==> config.mk <==
export PLATFORM = sky130hd
export DESIGN_NAME = mm_seq_ctrl_flat
export DESIGN_NICKNAME = d
export VERILOG_FILES = /design/src/rtl/mm_pkg.sv /design/src/rtl/mm_seq_ctrl_if.sv /design/src/rtl/mm_phase_cnt.sv /design/src/rtl/mm_seq_ctrl.sv /design/src/flat_wrapper.sv
export SDC_FILE = /design/constraint.sdc
export NUM_CORES = 1
export LEC_CHECK = 0
export CAP_MARGIN = 20
export CORE_UTILIZATION = 48
export DETAILED_ROUTE_END_ITERATION = 7
export PLACE_DENSITY = 0.89
export SYNTH_ARGS = -nofsm -noshare
export SYNTH_HDL_FRONTEND = slang
export SYNTH_SLANG_ARGS = --single-unit
==> constraint.sdc <==
create_clock -name clk -period 3 [get_ports clk]
set_input_delay 0.6 -clock clk [delete_from_list [all_inputs] [get_ports clk]]
set_output_delay 0.6 -clock clk [all_outputs]
set_load 0.03 [all_outputs]
==> src/rtl/mm_pkg.sv <==
// Shared types and sizing for the matrix-multiply sequencer, memA, memB and
// the systolic array, so every block agrees on DIM-derived constants.
package mm_pkg;

  localparam int unsigned DIM = 8;

  function automatic int unsigned compute_cycles(input int unsigned dim);
    return 3 * dim - 2;
  endfunction

  localparam int unsigned COMPUTE_CYCLES = compute_cycles(DIM);
  localparam int unsigned CNT_W          = $clog2(3 * DIM);

  typedef enum logic [2:0] {
    ST_IDLE,
    ST_LOAD_A,
    ST_LOAD_B,
    ST_COMPUTE,
    ST_READ_C,
    ST_DONE
  } mm_state_t;

endpackage

==> src/rtl/mm_seq_ctrl_if.sv <==
// Host-side control and stream handshakes of the matrix-multiply sequencer.
// Row data itself bypasses the sequencer; only the handshakes live here.
interface mm_seq_ctrl_if;
  logic start;
  logic in_valid;
  logic in_ready;
  logic c_valid;
  logic c_ready;
  logic busy;
  logic done;

  modport master (
    output start, in_valid, c_ready,
    input  in_ready, c_valid, busy, done
  );

  modport slave (
    input  start, in_valid, c_ready,
    output in_ready, c_valid, busy, done
  );
endinterface

==> src/rtl/mm_phase_cnt.sv <==
// Phase counter shared by every sequencer phase: synchronous clear has
// priority over increment, and tc_o flags an exact match with term_i.
module mm_phase_cnt #(
  parameter int unsigned W = 5
) (
  input  logic         clk,
  input  logic         rst,
  input  logic         clr_i,
  input  logic         inc_i,
  input  logic [W-1:0] term_i,
  output logic [W-1:0] cnt_o,
  output logic         tc_o
);

  logic [W-1:0] cnt_q;
  logic [W-1:0] cnt_d;

  // Next count: clear wins, otherwise step on increment.
  always_comb begin
    cnt_d = cnt_q;
    if (clr_i) begin
      cnt_d = '0;
    end else if (inc_i) begin
      cnt_d = cnt_q + W'(1);
    end
  end

  // Count register with synchronous reset.
  always_ff @(posedge clk) begin
    if (rst) begin
      cnt_q <= '0;
    end else begin
      cnt_q <= cnt_d;
    end
  end

  assign cnt_o = cnt_q;
  assign tc_o  = (cnt_q == term_i);

endmodule

==> src/rtl/mm_seq_ctrl.sv <==
// Matrix-multiply sequencer: loads DIM rows of A then B from the host,
// runs the fixed compute window, then streams DIM rows of C with backpressure.
module mm_seq_ctrl
  import mm_pkg::*;
#(
  parameter int unsigned DIM   = mm_pkg::DIM,
  parameter int unsigned CNT_W = $clog2(3 * DIM)
) (
  input  logic                   clk,
  input  logic                   rst,
  mm_seq_ctrl_if.slave           host,
  output logic                   memA_en,
  output logic                   memA_WrEn,
  output logic [$clog2(DIM)-1:0] memA_Arow,
  output logic                   memB_en,
  output logic                   sa_en,
  output logic [$clog2(DIM)-1:0] sa_Crow
);

  localparam int unsigned AW = $clog2(DIM);
  localparam logic [CNT_W-1:0] TERM_ROW = CNT_W'(DIM - 1);
  localparam logic [CNT_W-1:0] TERM_CMP = CNT_W'(compute_cycles(DIM) - 1);

  mm_state_t        state_q;
  mm_state_t        state_d;
  logic             cnt_clr;
  logic             cnt_inc;
  logic [CNT_W-1:0] cnt_term;
  logic [CNT_W-1:0] cnt;
  logic             cnt_tc;

  mm_phase_cnt #(
    .W (CNT_W)
  ) u_phase_cnt (
    .clk    (clk),
    .rst    (rst),
    .clr_i  (cnt_clr),
    .inc_i  (cnt_inc),
    .term_i (cnt_term),
    .cnt_o  (cnt),
    .tc_o   (cnt_tc)
  );

  // State register; reset returns to IDLE from any phase.
  always_ff @(posedge clk) begin
    if (rst) begin
      state_q <= ST_IDLE;
    end else begin
      state_q <= state_d;
    end
  end

  // Next-state and output decode from (state, cnt, in_valid, c_ready).
  // The counter is cleared on every state change, so each phase starts at 0.
  always_comb begin
    state_d       = state_q;
    cnt_inc       = 1'b0;
    cnt_term      = TERM_ROW;
    host.in_ready = 1'b0;
    host.c_valid  = 1'b0;
    host.busy     = 1'b1;
    host.done     = 1'b0;
    memA_en       = 1'b0;
    memA_WrEn     = 1'b0;
    memA_Arow     = '0;
    memB_en       = 1'b0;
    sa_en         = 1'b0;
    sa_Crow       = '0;

    unique case (state_q)
      ST_IDLE: begin
        host.busy = 1'b0;
        if (host.start) begin
          state_d = ST_LOAD_A;
        end
      end
      ST_LOAD_A: begin
        host.in_ready = 1'b1;
        memA_WrEn     = host.in_valid;
        memA_Arow     = AW'(cnt);
        cnt_inc       = host.in_valid;
        if (host.in_valid && cnt_tc) begin
          state_d = ST_LOAD_B;
        end
      end
      ST_LOAD_B: begin
        host.in_ready = 1'b1;
        memB_en       = host.in_valid;
        cnt_inc       = host.in_valid;
        if (host.in_valid && cnt_tc) begin
          state_d = ST_COMPUTE;
        end
      end
      ST_COMPUTE: begin
        memA_en  = 1'b1;
        memB_en  = 1'b1;
        sa_en    = 1'b1;
        cnt_inc  = 1'b1;
        cnt_term = TERM_CMP;
        if (cnt_tc) begin
          state_d = ST_READ_C;
        end
      end
      ST_READ_C: begin
        host.c_valid = 1'b1;
        sa_Crow      = AW'(cnt);
        cnt_inc      = host.c_ready;
        if (host.c_ready && cnt_tc) begin
          state_d = ST_DONE;
        end
      end
      ST_DONE: begin
        host.done = 1'b1;
        state_d   = ST_IDLE;
      end
      default: begin
        host.busy = 1'b0;
        state_d   = ST_IDLE;
      end
    endcase

    cnt_clr = (state_d != state_q);
  end

endmodule

==> src/flat_wrapper.sv <==
// flat-port wrapper written by rule: the top's interface ports become plain ports
module mm_seq_ctrl_flat import mm_pkg::*;
#(
  parameter int unsigned DIM   = mm_pkg::DIM,
  parameter int unsigned CNT_W = $clog2(3 * DIM)
)
  (clk, rst, memA_en, memA_WrEn, memA_Arow, memB_en, sa_en, sa_Crow, host_start, host_in_valid, host_c_ready, host_in_ready, host_c_valid, host_busy, host_done);
  mm_seq_ctrl_if host_i ();
  input  logic clk;
  input  logic rst;
  output logic memA_en;
  output logic memA_WrEn;
  output logic [$clog2(DIM)-1:0] memA_Arow;
  output logic memB_en;
  output logic sa_en;
  output logic [$clog2(DIM)-1:0] sa_Crow;
  input wire logic [$bits(host_i.start)-1:0] host_start;
  input wire logic [$bits(host_i.in_valid)-1:0] host_in_valid;
  input wire logic [$bits(host_i.c_ready)-1:0] host_c_ready;
  output wire logic [$bits(host_i.in_ready)-1:0] host_in_ready;
  output wire logic [$bits(host_i.c_valid)-1:0] host_c_valid;
  output wire logic [$bits(host_i.busy)-1:0] host_busy;
  output wire logic [$bits(host_i.done)-1:0] host_done;
  assign host_i.start = host_start;
  assign host_i.in_valid = host_in_valid;
  assign host_i.c_ready = host_c_ready;
  assign host_in_ready = host_i.in_ready;
  assign host_c_valid = host_i.c_valid;
  assign host_busy = host_i.busy;
  assign host_done = host_i.done;
  mm_seq_ctrl #(.DIM(DIM), .CNT_W(CNT_W)) u_core (.clk(clk), .rst(rst), .host(host_i), .memA_en(memA_en), .memA_WrEn(memA_WrEn), .memA_Arow(memA_Arow), .memB_en(memB_en), .sa_en(sa_en), .sa_Crow(sa_Crow));
endmodule
== After elaboration in Yosys (flattened, before gate mapping) ==
Index checks and enable logic that the tools add are counted.
Widths: inputs -> output; s select.
Operators by class
  add/sub/neg operators: 1
  equality and inequality tests: 7
  mux-type cells: 17
  reductions and logical operators: 6
Operators with widths (count)
  $mux 3: 7
  $pmux 3 s5: 1
  $eq 3x2->1 const B: 2
  $eq 3x3->1 const B: 2
  $mux 1: 6
  $add 5x1->5 const B: 1
  $eq 5x5->1: 1
  $mux 5: 1
  $reduce_or 5->1: 1
  $reduce_or 2->1: 2
  $eq 3x1->1 const B: 1
  $logic_not 3->1: 1
  $ne 3x3->1: 1
  $pmux 1 s3: 1
  $logic_and 1x1->1: 2
  $pmux 1 s2: 1
Storage, ports and cells
  flip-flop bits (word level): 8
  bits of input ports: 5
  word-level logic and storage cells: 33

== Logic depth before layout (Yosys ltp) ==
Gate-level depths: netlist of the first run.
  depth after elaboration: 8
  gate-level depth with buffers: 6

== Modules after synthesis ==
From an unflattened synthesis of the first run, not the netlist that was laid out.
Unflattened totals
  cell total of the unflattened synthesis: 72
  area, all modules: 643.1 µm²
By module, submodules not included
  mm_seq_ctrl: instances 1, cells an instance 46, area each 390.4 µm²
  mm_phase_cnt: instances 1, cells an instance 26, area each 252.7 µm²

== Worst setup path before layout of the first run ==
Ideal clock, no wire load.
  kind: reg2out
  start: register u_core.state_q[1]
  end: output port host_c_valid
  arrival time: 1.247 ns
  data required time: 2.400 ns
  slack: 1.153 ns
  cell stages (with the launch flop): 3
  cell sequence: dfxtp_1 buf_2 nor3_1
Between the ends
  word-level cells in the longest chain between the ends: 2
RTL lines
  start: declaration: line mm_seq_ctrl.sv:24  | mm_state_t state_q;
  start signal: assignment: line mm_seq_ctrl.sv:49  | state_q <= state_d;
  $eq 3x3->1: line mm_seq_ctrl.sv:70  | unique case (state_q)
  $mux 1: line mm_seq_ctrl.sv:70
  end: declaration: line flat_wrapper.sv:21  | output wire logic [$bits(host_i.c_valid)-1:0] host_c_valid;
No other way between the ends.

== Final worst setup path of the first run ==
  start: register u_core.state_q[2]
  end: output port host_c_valid
Same word-level chain as after synthesis.

==> metrics.cfg, run 1 <==
[run_status]
status = completed

[grt]
grt_pass1_wl_mm = 2.41
grt-ovfl-total = 0
grt_util_all_layers_pct = 24.0
antenna_found_initial = 0
grt_max_degree = 16
grt_pass1_vias = 562

[route]
first_pass_iters = 4
wl_mm = 1.39
vias = 614
drt_iter0_markers = 18
drc = 0
ant_nets = 0
wl_per_cell_um = 12.8
drt-vias-per-instance = 5.63

[final_layout]
multiInputGateArea_um2 = 443
mostFrequentLayoutCells = clkdlybuf4s50_1 (18), nor2_1 (12), dfxtp_1 (8)
nNetsFinal = 103
layout-drive-gt1-share_pct = 12.6
syn2layout_area_growth_pct = 30.2
fillers = 113
antenna_cells = 0
seqCellArea_um2 = 160
fin_util_pct = 70.9
layout_commonest_cell = clkdlybuf4s50_1
fin_cells = 109

[pwr]
p_leak_nw = 0.337
powerDensity_nw_per_um2 = 305
ir_worst_vdd_mv = 0.263

[critical_path]
worstPathRequired_ps = 2400
end_kind = primary output
cp.arrival_ps = 2050
reg2reg_from = u_core.state_q[1]
path_max_fanout = 13
startpoint = u_core.state_q[2]
r2r_slack_ps = 1200
critical_path_class = reg2out
setup.worst_path.start_class = register

[clock_network]
cts_buffer_depth = 2
clock_latency_ps = 250
cts_resized = 0
htree_levels = 1
numClockSinks = 8
cts_tree = yes
postCtsSetupRepairBufs = 0
cts_buffers = 3
clk_pin_slew_worst_paths_ps = 50
cts_hold_buffers = 0
root_buffer = clkbuf_4

[timing]
grt_setup_unrepaired = false
relSlewSlack_pct = 68.4
finalSetupTns_ps = 0
tightest_slew_ps = 472
slew_viol_final = 0
hold_viol_final = 0
fmax_mhz = 377
period_share_pct = 88.4
finClkSkew_ps = 1.64
finalSetupViolations = 0
period_minus_slack_ps = 2650

[die]
die_w_um = 38.5
ios = 19
dieArea_um2 = 1480
rows = 12
coreArea_um2 = 1170
fp.dieH_um = 38.5
start_util_pct = 54.5

[hold_path]
hp-start = u_core.u_phase_cnt.cnt_o[3]
hp-class = reg2reg

[synthesis]
synth_seq_cells = 8
ys_warn_count = 0
syn-num-nets = 84
ys_seq_area_share_pct = 25.1
synthCells = 78
syn_area_per_cell_um2 = 8.18
synth_edf_count = 0
syn_area_um2 = 638
synthDistinctLibCells = 38
ys_async_sr_fraction_pct = 0
synthFlopType = dfxtp_1

[placement]
io_buffers = 18
gp_congestion = 0.888
hpwlAfterDp_mm = 1.08
placed_cells = 106

[flow_run]
max_cap_violations = 0

-- report_power, final --
group,switching (mW),internal (mW),leakage [nW]
Combinational,0.0303,0.0281,0.258
Sequential,0.00681,0.109,0.0648
Clock,0.0333,0.0455,0.0138
-- through the flow --
step	power, mW	hold WS (ps)	worst slack, ps	area, um^2
final	0.253	588	348	831
after global routing	0.265	629	218	831
after CTS	0.258	588	351	831
after floorplan	0.158	515	1150	638
after detailed placement	0.176	570	387	808
after global placement	0.175	541	418	808
-- cell families (layout without fill, tap and decap cells) --
family	after synthesis	count (layout)	synth area share [%]
XOR/XNOR	5	5	6.86
AO/OA/AOI/OAI	12	12	15.7
flip-flops	8	8	25.1
AND/OR/NAND/NOR	42	42	38.4
adder cells (fa/ha/maj)	2	2	3.73
multiplexers	3	3	4.71
buffers and inverters	6	23	5.49
-- final cells by class --
class | count | area share [%]
tap | 14 | 2.11
clock buffer | 3 | 2.71
inverter | 2 | 0.904
timing repair buffer | 18 | 21.7
sequential | 8 | 19.3
multi-input combinational | 64 | 53.3
-- path summary, 6_finish.rpt --
check	to	depth (start not counted)
max	host_c_valid	3
min	u_core.u_phase_cnt.cnt_o[3]	2
max reg2reg	u_core.state_q[0]	5
min reg2reg	u_core.u_phase_cnt.cnt_o[3]	2
-- per-layer routing --
layer	vias to the layer above	GRT usage (%)	wire length, um
met5	-	0	0
met4	0	15.5	35
met3	5	3.49	54
met2	19	37.3	632
met1	275	30.6	670
li1	315	-	-
-- flip-flops by register name, indices dropped and copies added (netlist names) --
register                  cells
u_core.u_phase_cnt.cnt_o      5
u_core.state_q                3
-- cells in the mapped netlist, drive strengths merged, types with 2 or more instances --
| library cell | count | area share, % |
|---|---|---|
| nor2 | 12 | 7.1 |
| dfxtp | 8 | 25 |
| and3 | 7 | 6.9 |
| a21oi | 4 | 4.9 |
| nand2 | 4 | 2.7 |
| buf | 3 | 3.7 |
| mux2i | 3 | 4.7 |
| nand3 | 3 | 2.4 |
| nor2b | 3 | 2.9 |
| xnor2 | 3 | 4.1 |
| inv | 2 | 1.2 |
| nand2b | 2 | 2.0 |
| nor3 | 2 | 1.6 |
| xor2 | 2 | 2.7 |
-- critical path: stages (launching register included) --
cell,delay (ps)
dfxtp_1,530
inv_1,240
nor3_1,290
clkdlybuf4s50_1,740
No activity file was read; power rests on OpenSTA's default activity.
==> run 2: changes to the inputs <==
CORE_UTILIZATION = 35   (was 48)
CTS_BUF_LIST = sky130_fd_sc_hd__clkbuf_8   (was unset)
PLACE_DENSITY = 0.7   (was 0.89)
==> run 2 against run 1 <==
  * Critical path depth unchanged
  * Non-clock buffer count up 1
  * Via count up 3.4%
  * Utilization down 21 points
  * Global-route usage down 7.1 points
  * Register-to-register slack better by 30 ps
  * Power up 19%
  * Combinational power about the same
  * Flip-flop and latch count unchanged
  * Clock skew about the same
  * First-iteration DRC count down 17%
  * Die area up 35%
  * Critical endpoint is now memA_Arow[1]
  * Largest cell class unchanged
==> metrics.cfg, run 2 (synthesized netlist as in run 1, its figures left out) <==
[clock_network]
cts_buffers = 3  ; unchanged
cts_hold_buffers = 0  ; unchanged
numClockSinks = 8  ; unchanged
postCtsSetupRepairBufs = 0  ; unchanged
cts_tree = yes
clock_latency_ps = 230  ; -20 ps
htree_levels = 1  ; unchanged
cts_resized = 0  ; unchanged
clk_pin_slew_worst_paths_ps = 40  ; about the same
root_buffer = clkbuf_8
cts_buffer_depth = 2  ; unchanged

[critical_path]
worstPathRequired_ps = 2400  ; about the same
cp_num_cells = 3  ; unchanged
end_kind = primary output
cp.arrival_ps = 2020  ; -30 ps
worstReg2RegEnd = u_core.state_q[0]
critical_path_class = reg2out
path_max_fanout = 13  ; unchanged
setup.worst_path.start_class = register
path_buf_inv = 1  ; -1
critical_path.top_delay_family = buffers and inverters
r2r_slack_ps = 1230  ; +30 ps
reg2regPathDepth = 5  ; unchanged
startpoint = u_core.state_q[0]
reg2reg_from = u_core.state_q[1]
crit_end = memA_Arow[1]
slowest_stage = clkdlybuf4s50_1
path_cells = nor2b_1 -> and3_1 -> clkdlybuf4s50_1
slowest_delay_ps = 680  ; -60 ps

[timing]
period_minus_slack_ps = 2620  ; -28.9 ps
grt_setup_unrepaired = false
hold_viol_final = 0  ; unchanged
slew_viol_final = 0  ; unchanged
finalSetupViolations = 0  ; unchanged
postLayoutSetupSlackWorst_ps = 377  ; +28.9 ps
period_share_pct = 87.4  ; -0.96 points
fmax_mhz = 381  ; +1.1%
finClkSkew_ps = 1.48  ; -0.152 ps
finalSetupTns_ps = 0  ; unchanged
tightest_slew_ps = 463  ; -9.24 ps
hold_ws_ps = 576  ; -11.6 ps
relSlewSlack_pct = 69.1  ; +0.69 points

[grt]
grt_pass1_wl_mm = 2.39  ; -0.87%
antenna_found_initial = 0  ; unchanged
grt_util_all_layers_pct = 16.9  ; -7.1 points
grt_pass1_vias = 535  ; -4.8%
grt_max_degree = 16  ; unchanged
grt-ovfl-total = 0  ; unchanged

[final_layout]
largest_reg_flops = 5  ; unchanged
layout-drive-gt1-share_pct = 13.5  ; +0.91 points
mostFrequentLayoutCells = clkdlybuf4s50_1 (18), nor2_1 (12), dfxtp_1 (8)
nNetsFinal = 104  ; +0.97%
seqCellArea_um2 = 160  ; unchanged
multiInputGateArea_um2 = 443  ; unchanged
antenna_cells = 0  ; unchanged
syn2layout_area_growth_pct = 36.5
layout_commonest_cell = clkdlybuf4s50_1
fillers = 176  ; +56%

[placement]
pre_cts_ws_ps = 383  ; -4.23 ps
gp_congestion = 0.728  ; -18%
hpwlAfterDp_mm = 1.06  ; -2.3%
io_buffers = 18  ; unchanged

[die]
ios = 19  ; unchanged
rows = 15  ; +3
fp.dieH_um = 44.7  ; +16%
coreArea_um2 = 1730  ; +47%
dieArea_um2 = 2000  ; +35%
die_w_um = 44.7  ; +16%
start_util_pct = 37.0  ; -18 points

[route]
drt_iter0_markers = 15  ; -3
vias = 635  ; +3.4%
drt-vias-per-instance = 5.25  ; -6.8%
wl_mm = 1.41  ; +1.3%
ant_nets = 0  ; unchanged
wl_per_cell_um = 11.7  ; -8.8%
first_pass_iters = 4  ; unchanged
drc = 0  ; unchanged

[hold_path]
hp-start = u_core.u_phase_cnt.cnt_o[4]
hp-class = reg2reg

[flow_run]
max_cap_violations = 0  ; unchanged

[pwr]
p_leak_nw = 0.350  ; +3.9%
powerDensity_nw_per_um2 = 346  ; +14%
ir_worst_vdd_mv = 0.164  ; -38%

[run_status]
status = completed

[run 2: changes by cell type in the layout (fill, tap and decap cells not counted)]
cell	before	now
clkbuf_8	0	3
clkbuf_4	3	0
buf_4	0	1
[run 2: final cells by class]
type / instances / share of cell area, %
multi-input cells: 64 / 50.9
well taps: 25 / 3.59
inverters: 2 / 0.862
repair buffers: 19 / 21.6
clock buffers: 3 / 4.74
flip-flops and latches: 8 / 18.4
[run 2: per-layer routing]
metal  up-vias  global-route usage (%)  routed length (um)
met5         -                       0                   0
met4         0                    10.9                  26
met3         4                    3.60                 104
met2        32                    27.9                 687
met1       283                    19.9                 591
li1        316                       -                   -
[run 2: worst min-delay path by stage]
stage                                  endpoint  slack [ps]  cells after the start
global route        u_core.u_phase_cnt.cnt_o[3]         600                      2
floorplan           u_core.u_phase_cnt.cnt_o[4]         510                      2
finish              u_core.u_phase_cnt.cnt_o[4]         580                      2
CTS                 u_core.u_phase_cnt.cnt_o[4]         580                      2
global placement    u_core.u_phase_cnt.cnt_o[4]         540                      2
detailed placement  u_core.u_phase_cnt.cnt_o[4]         560                      2
[run 2: power by group]
part	switching (mW)	internal [mW]	total [mW]	leakage, nW
clock network	0.0406	0.0868	0.127	0.0216
registers	0.00677	0.109	0.116	0.0648
logic	0.0300	0.0281	0.0581	0.264
total	0.0773	0.224	0.302	0.350
[run 2: tightest hold or removal path, stage by stage, from the launching register on]
cell,delay (ps)
dfxtp_1,370
xor2_1,90
nor2_1,80
[run 2: per-stage QoR]
step | total power [mW] | cell area (um^2) | utilization (%) | std cells
global route | 0.318 | 871 | 50.4 | 121
finish | 0.302 | 871 | 50.4 | 121
floorplan | 0.158 | 638 | - | 78
detailed placement | 0.176 | 830 | 48.0 | 118
CTS | 0.305 | 871 | 50.4 | 121
global placement | 0.175 | 830 | 48.0 | 118
==> run 3: changes to the inputs <==
CORE_AREA = 2 2 39 41   (was unset)
CORE_UTILIZATION = unset   (was 35)
DIE_AREA = 0 0 41 43   (was unset)
PLACE_DENSITY = 0.89   (was 0.7)
==> run 3 against run 2 <==
  * Worst hold slack got worse by 4.1 ps
  * Routed wire length decreased by 0.43%
  * Power decreased by 1.8%
  * First-iteration DRC count decreased by 33%
  * Register-to-register slack hardly changed
  * Global-route usage up 1.4 points
  * Via count down 4.4%
  * Critical path type unchanged
  * Largest cell class unchanged
==> metrics.cfg, run 3 (synthesized netlist as in run 1, its figures left out) <==
[route]
vias = 607  ; -4.4%
wl_per_cell_um = 12.6  ; +8.5%
drt-vias-per-instance = 5.47  ; +4.2%
first_pass_iters = 4  ; unchanged
wl_mm = 1.40  ; -0.43%
drt_iter0_markers = 10  ; -5
drc = 0  ; unchanged
ant_nets = 0  ; unchanged

[final_layout]
layout_commonest_cell = clkdlybuf4s50_1
antenna_cells = 0  ; unchanged
syn2layout_area_growth_pct = 33.5
mostFrequentLayoutCells = clkdlybuf4s50_1 (18), nor2_1 (12), dfxtp_1 (8)
nNetsFinal = 103  ; -0.96%
largest_reg_flops = 5  ; unchanged
layout-drive-gt1-share_pct = 12.6  ; -0.91 points

[grt]
grt_max_degree = 16  ; unchanged
use_met3_pct = 2.09  ; -1.5 points
antenna_found_initial = 0  ; unchanged
grtUsageMet2_pct = 28.4  ; +0.50 points
use_met1_pct = 22.1  ; +2.3 points
grt_util_all_layers_pct = 18.3  ; +1.4 points
grt_pass1_wl_mm = 2.24  ; -6.1%
grt_pass1_vias = 569  ; +6.4%
top_usage_layer = met2
grt-ovfl-total = 0  ; unchanged

[timing]
grt_setup_unrepaired = false
relSlewSlack_pct = 68.7  ; -0.39 points
slew_viol_final = 0  ; unchanged
postLayoutSetupSlackWorst_ps = 345  ; -32.5 ps
finalSetupViolations = 0  ; unchanged
fmax_mhz = 377  ; -1.2%
finClkSkew_ps = 1.20  ; -0.280 ps
period_minus_slack_ps = 2660  ; +32.5 ps
tightest_slew_ps = 469  ; +5.80 ps
finalSetupTns_ps = 0  ; unchanged
period_share_pct = 88.5  ; +1.1 points
hold_viol_final = 0  ; unchanged

[die]
dieArea_um2 = 1760  ; -12%
fp.dieH_um = 43  ; -3.8%
ios = 19  ; unchanged
die_w_um = 41  ; -8.3%
rows = 14  ; -1
start_util_pct = 46.1  ; +9.2 points
coreArea_um2 = 1380  ; -20%

[clock_network]
cts_hold_buffers = 0  ; unchanged
root_buffer = clkbuf_8
postCtsSetupRepairBufs = 0  ; unchanged
clk_pin_slew_worst_paths_ps = 40  ; about the same
clock_latency_ps = 220  ; about the same
htree_levels = 1  ; unchanged
cts_buffers = 3  ; unchanged
numClockSinks = 8  ; unchanged
cts_resized = 0  ; unchanged
cts_tree = yes
cts_buffer_depth = 2  ; unchanged

[run_status]
status = completed

[critical_path]
setup.worst_path.start_class = register
critical_path.top_delay_family = buffers and inverters
end_kind = primary output
worstPathRequired_ps = 2400  ; about the same
path_max_fanout = 13  ; unchanged
slowest_delay_ps = 660  ; -20 ps
path_buf_inv = 1  ; unchanged
slowest_stage = clkdlybuf4s50_1
critical_path_class = reg2out
cp.arrival_ps = 2060  ; +40 ps
path_cells = nor2b_1 -> and3_1 -> clkdlybuf4s50_1

[placement]
io_buffers = 18  ; unchanged
gp_congestion = 0.805  ; +11%
hpwlAfterDp_mm = 1.11  ; +5.1%
pre_cts_ws_ps = 377  ; -6.07 ps

[pwr]
p_sw_share_pct = 24.4  ; -1.2 points
seq_power_share_pct = 39.4  ; +0.9 points
p_leak_nw = 0.345  ; -1.6%
pwr-share-clk_pct = 40.7  ; -1.5 points
internal_power_mw = 0.224  ; -0.19%
comb_power_share_pct = 19.8  ; +0.6 points
powerDensity_nw_per_um2 = 348  ; +0.36%
switchingPower_mw = 0.0723  ; -6.5%
ir_worst_vdd_mv = 0.301  ; +84%

[flow_run]
max_cap_violations = 0  ; unchanged

[hold_path]
hp-class = reg2reg

run 3: changes by cell type in the layout (fill, tap and decap cells not counted):
cell   change
buf_4      -1
run 3: area by class of cell:
class / instances / area, um^2
Sequential cell: 8 / 160
Tap cell: 16 / 20.0
Multi-Input combinational cell: 64 / 443
Inverter: 2 / 7.51
Timing Repair Buffer: 18 / 180
Clock buffer: 3 / 41.3
Fill cell: 120 / 532
run 3: stage by stage:
stage | util [%] | cells | power (mW) | cell area, um^2 | hold slack (ps)
2_1_floorplan | - | 78 | 0.158 | 638 | 515
3_3_place_gp | 58.6 | 108 | 0.175 | 811 | 548
3_5_place_dp | 58.6 | 108 | 0.177 | 811 | 557
4_1_cts | 61.6 | 111 | 0.301 | 852 | 570
5_1_grt | 61.6 | 111 | 0.313 | 852 | 607
6_report | 61.6 | 111 | 0.296 | 852 | 572
run 3: final timing paths:
path	start	end	slack, ps	cells after the start
setup / recovery	u_core.state_q[0]	memA_Arow[2]	340	3
hold / removal	u_core.u_phase_cnt.cnt_o[3]	u_core.u_phase_cnt.cnt_o[3]	570	2
setup reg to reg	u_core.state_q[1]	u_core.state_q[0]	1230	5
hold reg to reg	u_core.u_phase_cnt.cnt_o[3]	u_core.u_phase_cnt.cnt_o[3]	570	2
run 3: power groups by stage:
stage	registers, mW	logic [mW]	clock network, mW
CTS	0.117	0.0589	0.126
detailed placement	0.118	0.0587	0
global route	0.117	0.0626	0.134
finish	0.117	0.0588	0.121
floorplan	0.114	0.0441	0
global placement	0.118	0.0572	0
run 3: routing by layer:
layer / vias to the layer above / wire, um
met5: - / 0
met4: 0 / 8
met3: 2 / 37
met2: 15 / 716
met1: 280 / 642
li1: 310 / -
run 3: worst register-to-register path: stages, from the launching register on:
cell	delay (ps)
dfxtp_1	600
and3b_1	340
mux2i_1	310
nand3_1	110
a2bb2oi_1	190
o22ai_1	100
